## config.mk

```make
export PLATFORM = sky130hd
export DESIGN_NAME = mux_serializer
export DESIGN_NICKNAME = d
export VERILOG_FILES = /design/src/rtl/mux_serializer.sv
export SDC_FILE = /design/constraint.sdc
export NUM_CORES = 1
export LEC_CHECK = 0
export ABC_AREA = 1
export BUFFER_PORTS_ARGS = -buffer_cell sky130_fd_sc_hd__buf_4
export CORE_UTILIZATION = 35
export CTS_CLUSTER_DIAMETER = 40
export DETAILED_ROUTE_END_ITERATION = 7
export PLACE_DENSITY = 0.62
export REMOVE_ABC_BUFFERS = 1
export SLEW_MARGIN = 20
export SYNTH_ARGS = -nofsm -noshare
export SYNTH_HDL_FRONTEND = slang
export SYNTH_SLANG_ARGS = --single-unit
```

## constraint.sdc

```tcl
create_clock -name clk -period 2.2 [get_ports clk]
set_clock_uncertainty 0.1 [all_clocks]
set_input_delay 0.33 -clock clk [delete_from_list [all_inputs] [get_ports clk]]
set_output_delay 0.33 -clock clk [all_outputs]
set_load 0.01 [all_outputs]
```

## src/rtl/mux_serializer.sv

```systemverilog
// ---------------------------------------------------------------------------
// mux_serializer
//
// Parallel-to-serial converter built around an N-to-1 selector. A word is
// captured on load and its channels are presented on f one per clock, with the
// channel order chosen at load time (LSB-first or MSB-first). This takes the
// place of a wide mux tree in designs where the channels are scanned in time.
//
// Parameters
//   N          number of input channels (N >= 2, need not be a power of two)
//   SEL_W      width of the channel index, derived from N (not overridable)
//
// Ports
//   clk        clock, all state updates on the rising edge
//   rst        synchronous active-high reset, takes priority over load
//   load       capture w and start a scan (only accepted in IDLE or on the
//              last channel of a scan)
//   w          parallel word, channel i is w[i]
//   msb_first  scan order sampled with load: 0 = w[0] first, 1 = w[N-1] first
//   f          bit of the channel currently selected, 0 when not valid
//   valid      f carries a channel bit this cycle
//   sel        index of the channel currently on f
//   done       high in the cycle the final channel of a scan is on f
//   busy       high while a scan is in progress (same as valid)
// ---------------------------------------------------------------------------
module mux_serializer #(
    parameter int N = 16,
    localparam int SEL_W = $clog2(N)
) (
    input  logic             clk,
    input  logic             rst,
    input  logic             load,
    input  logic [N-1:0]     w,
    input  logic             msb_first,
    output logic             f,
    output logic             valid,
    output logic [SEL_W-1:0] sel,
    output logic             done,
    output logic             busy
);

    typedef enum logic {
        IDLE,
        SHIFT
    } state_t;

    localparam logic [SEL_W-1:0] TOP_IDX = SEL_W'(N - 1);

    state_t           state;
    logic [N-1:0]     word_q;
    logic [SEL_W-1:0] idx;
    logic             dir_q;

    logic [SEL_W-1:0] last_idx;
    logic             at_last;
    logic             in_shift;

    // The scan ends at the top channel when counting up and at channel 0 when
    // counting down; stopping here keeps idx inside 0..N-1 for any N.
    assign last_idx = dir_q ? '0 : TOP_IDX;
    assign at_last  = (idx == last_idx);
    assign in_shift = (state == SHIFT);

    always_ff @(posedge clk) begin
        if (rst) begin
            state  <= IDLE;
            word_q <= '0;
            idx    <= '0;
            dir_q  <= 1'b0;
        end else begin
            case (state)
                IDLE: begin
                    if (load) begin
                        word_q <= w;
                        dir_q  <= msb_first;
                        idx    <= msb_first ? TOP_IDX : '0;
                        state  <= SHIFT;
                    end
                end
                SHIFT: begin
                    if (at_last) begin
                        // A load on the final channel chains straight into the
                        // next scan so there is no idle cycle between words.
                        if (load) begin
                            word_q <= w;
                            dir_q  <= msb_first;
                            idx    <= msb_first ? TOP_IDX : '0;
                            state  <= SHIFT;
                        end else begin
                            idx   <= '0;
                            state <= IDLE;
                        end
                    end else if (dir_q) begin
                        idx <= idx - SEL_W'(1);
                    end else begin
                        idx <= idx + SEL_W'(1);
                    end
                end
                default: begin
                    idx   <= '0;
                    state <= IDLE;
                end
            endcase
        end
    end

    // All outputs decode directly from registered state, so they are glitch
    // free relative to the clock and settle with the state update.
    assign valid = in_shift;
    assign busy  = in_shift;
    assign sel   = idx;
    assign f     = in_shift & word_q[idx];
    assign done  = in_shift & at_last;

endmodule

```

# Yosys cells after proc, flatten, opt, wreduce, memory -nomap -nowiden
# Index checks and enable logic that the tools add are counted.
# op_classes
magnitude_cmp,1
n_eq_ne,3
addsub,2
bitwise,3
mux,18
# op_table
op,n
$mux 16,2
$pmux 16 s2,1
$mux 4,6
$pmux 4 s2,1
$lt 4x5->1 const B,1
$mux 1,5
$add 4x1->4 const B,1
$bmux 1 s4,1
$eq 4x4->1,1
$pmux 1 s2,2
$sub 4x1->4 const B,1
$and 1x1->1,2
$ne 2x1->1 const B,1
$ne 2x2->1 const B,1
$not 1->1,1
# totals
ff_bits,22
input_bits,20

# Logic depth before layout (Yosys ltp)
# depth
word_depth,4
ltp_mapped,10
mapped_depth_nobuf,9

# Worst setup path before layout
# No wires, ideal clock.
# synth_path
path_kind,reg2reg
start,register idx[1] (netlist: sel[1])
end,register idx[3] (netlist: sel[3])
t_required_ps,1965
setup_slack_ps,501
path_stages_with_launch,11
setup_time_ps,135
period_less_slack_ps,1699
t_arrival_ps,1465
path_cell_list,dfxtp_1 -> ha_1 -> nand2_1 -> nor2_2 -> nand2_2 -> nand2_4 -> buf_8 -> nand2_1 -> nand2_1 -> nor2_1 -> nor2_1
# synth_between
elab_chain_len,4
word_cells_on_any_way,6
classes_between,add/sub (2); eq/ne (1); mux (3)
# synth_rtl
item,line_no,text
from (decl),51,logic [SEL_W-1:0] idx;
from (signal assigned),76,idx <= msb_first ? TOP_IDX : '0;
from (signal assigned),87,idx <= msb_first ? TOP_IDX : '0;
from (signal assigned),94,idx <= idx - SEL_W'(1);
$add 4x1->4 or $sub 4x1->4 (tied branches),"96, 94",
$mux 4,93,end else if (dir_q) begin
$mux 4 *,81,if (at_last) begin
$pmux 4 s2 *,71,case (state)
# Mark *: on every way between the ends. The rest lies on a longest branch, timed or not.
# A chain may end at the register's enable or synchronous reset.

# Worst setup path in the final report
# layout_path
start,register dir_q
end,output done
# layout_between
elab_chain_len,3
# layout_rtl
item,line_no,text
from (decl),52,logic dir_q;
from (signal assigned),75,dir_q <= msb_first;
from (signal assigned),86,dir_q <= msb_first;
$mux 4,60,assign last_idx = dir_q ? '0 : TOP_IDX;
$eq 4x4->1,61,assign at_last = (idx == last_idx);
$and 1x1->1,113,assign done = in_shift & at_last;
to (decl),38,"output logic done,"
# Every way passes these cells.

==> impl_summary.txt <==
----------------------------------------------------
[Die]
  Die width ... 63.1 um
  Core region area ... 0.00344 sq mm
  Die Y ... 63.1 um
  Die outline area ... 0.00398 sq mm
  IO Count ... 28
  Starting utilization of the core area ... ~38%
  Number of rows created at floorplan ... 21

[Placement]
  Placed cell count ... approximately 250
  Number of input and output port buffers inserted ... 27
  Post-detailed-placement cell area ... ~0.0015 sq mm
  Placed wire-length estimate after detailed placement ... 2010 um
  Pre-CTS WS ... 0.290 ns
  Final Wtd Congestion ... between 0.8 and 0.9

[Logic synthesis]
  Fraction of registers with async set/reset ... 0%
  Post-synth top area share ... 33.7%
  Cell types with the largest area share after synthesis ... sky130_fd_sc_hd__dfxtp_1 34%, sky130_fd_sc_hd__nand2_1 18%, sky130_fd_sc_hd__nand3_1 7.3%, sky130_fd_sc_hd__nand3_2 6.9%, sky130_fd_sc_hd__a21oi_2 6.0%
  Number of library cell types mapped by synthesis ... 25
  Synthesized area ... 0.00131 sq mm
  Number of warnings printed during yosys synthesis ... 0
  Share of synthesized area occupied by flip-flops and latches ... 33.7%
  Register bit total from synthesis ... 22
  Number of instances in the synthesized netlist ... ~180
  Syn avg cell area ... 7.14 sq um
  EDFF count, synth ... 0
  Cell taking the most area after synthesis ... sky130_fd_sc_hd__dfxtp_1
  Most used DFF post-synth ... sky130_fd_sc_hd__dfxtp_1

[GRT]
  Antenna violations before repair ... 0
  Sum of overflow across all layers after global routing ... 0
  Pin count of the biggest net entering global routing ... 23
  Total routing resource utilization after global routing ... 15.2%
  Vias in the first global route ... roughly 1100
  First-pass GRT wire length ... 4770 um

[Timing]
  Final count of negative-setup-slack endpoints ... 0
  RSZ-0062 raised after global routing ... false
  Final period utilization ... 91.9%
  Number of pins exceeding their max-slew limit in the final report ... 0
  Maximum achievable frequency ... approximately 0.49 GHz
  Shortest period the worst path allows ... 2.02 ns
  Final Hold Viols ... 0
  Worst-Margin Slew ... 0.331 ns
  Worst slew slack as a fraction of its limit ... a little under 80%
  Final sum of negative setup slack ... 0 ns
  Setup slack after layout ... 0.179 ns

[Clock tree]
  H-tree lvl count ... 1
  Resize count post-CTS ... 0
  CTS tree ... yes
  Clock Sinks ... 22
  Clk_lat worst skew ... 0.26 ns
  Cts hold-fix bufs ... 0
  Count of buffers added by post-CTS timing repair for setup ... 0
  Clock Tree Buf Depth ... 2
  Number of buffers created by CTS ... 3
  Clock root buffer ... sky130_fd_sc_hd__clkbuf_8
  Clock transition at path regs ... 0.08 ns

[Pwr]
  Total leakage power ... roughly 0.7 nW
  Worst IR Drop VDD ... 302 uV
  P per Cell Area ... 659 mW/mm^2

[Worst hold path]
  End point of the worst hold path ... word_q[9]$_SDFFE_PP0P_
  Worst hold-check path type ... in2reg
  Worst min-delay path startpoint ... w[9]
  Hold Path Stages ... 3

[Cells and area]
  Layout Nets ... 231
  Count of placed standard cells in the final layout, fillers left out ... 253
  Commonest non-fill, non-tap cell in the layout ... sky130_fd_sc_hd__nand2_1
  Diode count ... 0
  Layout cell share with drive strength beyond 1 ... 26.6%
  Commonest cells after routing, fill and taps aside ... 61 x sky130_fd_sc_hd__nand2_1, 29 x sky130_fd_sc_hd__buf_4, 22 x sky130_fd_sc_hd__dfxtp_1
  Area delta synth->final ... 20.0%
  Layout Cell Area excl Fill ... 0.00157 sq mm

[Setup path]
  Critical Path End Type ... output port
  Largest stage delay on the critical path ... 0.39 ns
  Endpoint arrival time on the critical path ... 1.59 ns
  FF-to-FF setup slack ... 0.27 ns
  Critical register-to-register path startpoint ... dir_q$_SDFFE_PP0P_
  Cell Chain, Critical Path ... ha_1, nand2_1, nor2_2, nand2_2, nor2_1, buf_4
  CP max-delay cell ... sky130_fd_sc_hd__dfxtp_1
  Start-to-end type of the worst setup path ... reg2out
  Worst reg2reg path endpoint ... word_q[9]$_SDFFE_PP0P_
  Data required time of the critical path ... 1.77 ns
  CP max FO ... 7
  Reg2Reg Depth ... 8
  Crit start category ... flip-flop

[Detailed routing]
  Number of routed nets with antenna violations ... 0
  DR vias ... 1198
  DRC marker count from the first detailed-route iteration ... 39
  Routed wire per std cell ... 11.1 um
  Average via count per standard cell ... 4.74
  Drt pass-1 iters ... 4
  Drt drc ... 0
  Final Routed Wirelength ... between 2000 and 3000 um

[Job]
  Max-cap violations ... 0

[Outcome]
  Outcome ... completed

----------------------------------------------------
[Yosys cell counts (2+ instances only)]
library cell,number
sky130_fd_sc_hd__nand2_1,61
sky130_fd_sc_hd__dfxtp_1,22
sky130_fd_sc_hd__nand3_1,19
sky130_fd_sc_hd__inv_1,17
sky130_fd_sc_hd__a21oi_1,14
sky130_fd_sc_hd__nor2_1,10
sky130_fd_sc_hd__a21oi_2,9
sky130_fd_sc_hd__nand3_2,9
sky130_fd_sc_hd__buf_2,2
sky130_fd_sc_hd__clkbuf_1,2
sky130_fd_sc_hd__ha_1,2
sky130_fd_sc_hd__nand2_4,2
sky130_fd_sc_hd__o21ai_0,2
[metal layers]
metal  global-route usage (%)  part of all wire, %  wire (um)  vias up
met5                        0                    0          0        -
met4                     3.49                 0.54         15        0
met3                     3.99                  4.8        133        2
met2                     24.3                   44       1240       25
met1                     20.2                   50       1410      541
li1                         -                    -          -      630
[sequential cells by signal, summed over array words and instances, names as in the netlist]
name and cells:
busy 1, dir_q 1, sel 4, word_q 16
[metrics by stage]
stage	util, %	power (W)	hold WS [ns]
after global routing	45.5	0.00109	0.224
after CTS	45.5	0.00104	0.222
after detailed placement	43.5	0.000666	0.361
final	45.5	0.00103	0.223
after floorplan	-	0.000573	0.292
after global placement	43.5	0.000665	0.356
[critical path, delay by kind of cell, from the launching register on]
family                     cells  cell delay (ns)
buffers and inverters          1             0.13
DFF                            1             0.39
and+or+nand+nor                4             0.44
adders and majority gates      1             0.37
[power by group]
| part | switching (W) | total, W | internal, W |
|---|---|---|---|
| Clock | 0.000135 | 0.000379 | 0.000243 |
| Sequential | 0.0000233 | 0.000447 | 0.000423 |
| Combinational | 0.000118 | 0.000208 | 0.0000901 |
| Total | 0.000276 | 0.00103 | 0.000757 |
[layout make-up]
cell class              count  area (sq um)
fillers                   367          1870
clock buffers               3          41.3
repair buffers             29           218
flip-flops and latches     22           440
clock inverters             1          30.0
well taps                  46          57.6
multi-input cells         134           713
inverters                  18          67.6
[how the worst max path moves through the flow]
stage / startpoint / endpoint / slack, ns / cells past startpoint
6_report: dir_q$_SDFFE_PP0P_ / done / 0.18 / 6
5_1_grt: sel[0]$_SDFFE_PP0P_ / f / 0.008 / 7
4_1_cts: sel[0]$_SDFFE_PP0P_ / f / 0.15 / 7
3_5_place_dp: dir_q$_SDFFE_PP0P_ / word_q[9]$_SDFFE_PP0P_ / 0.29 / 8
3_3_place_gp: dir_q$_SDFFE_PP0P_ / word_q[12]$_SDFFE_PP0P_ / 0.32 / 8
2_1_floorplan: sel[0]$_SDFFE_PP0P_ / sel[2]$_SDFFE_PP0P_ / 0.27 / 7
[logic make-up (layout without fill, tap and decap cells)]
group                      count (synthesis)  in the layout  synth area share, %
AOI/OAI and AO/OA                         26             26                 12.7
xor gates and xnor gates                   1              1                0.671
adders and majority gates                  3              3                 3.45
buffers and inverters                     27             51                 11.7
DFF                                       22             22                 33.7
and+or+nand+nor                          104            104                 37.7
Power figures use the tool's default switching activity.
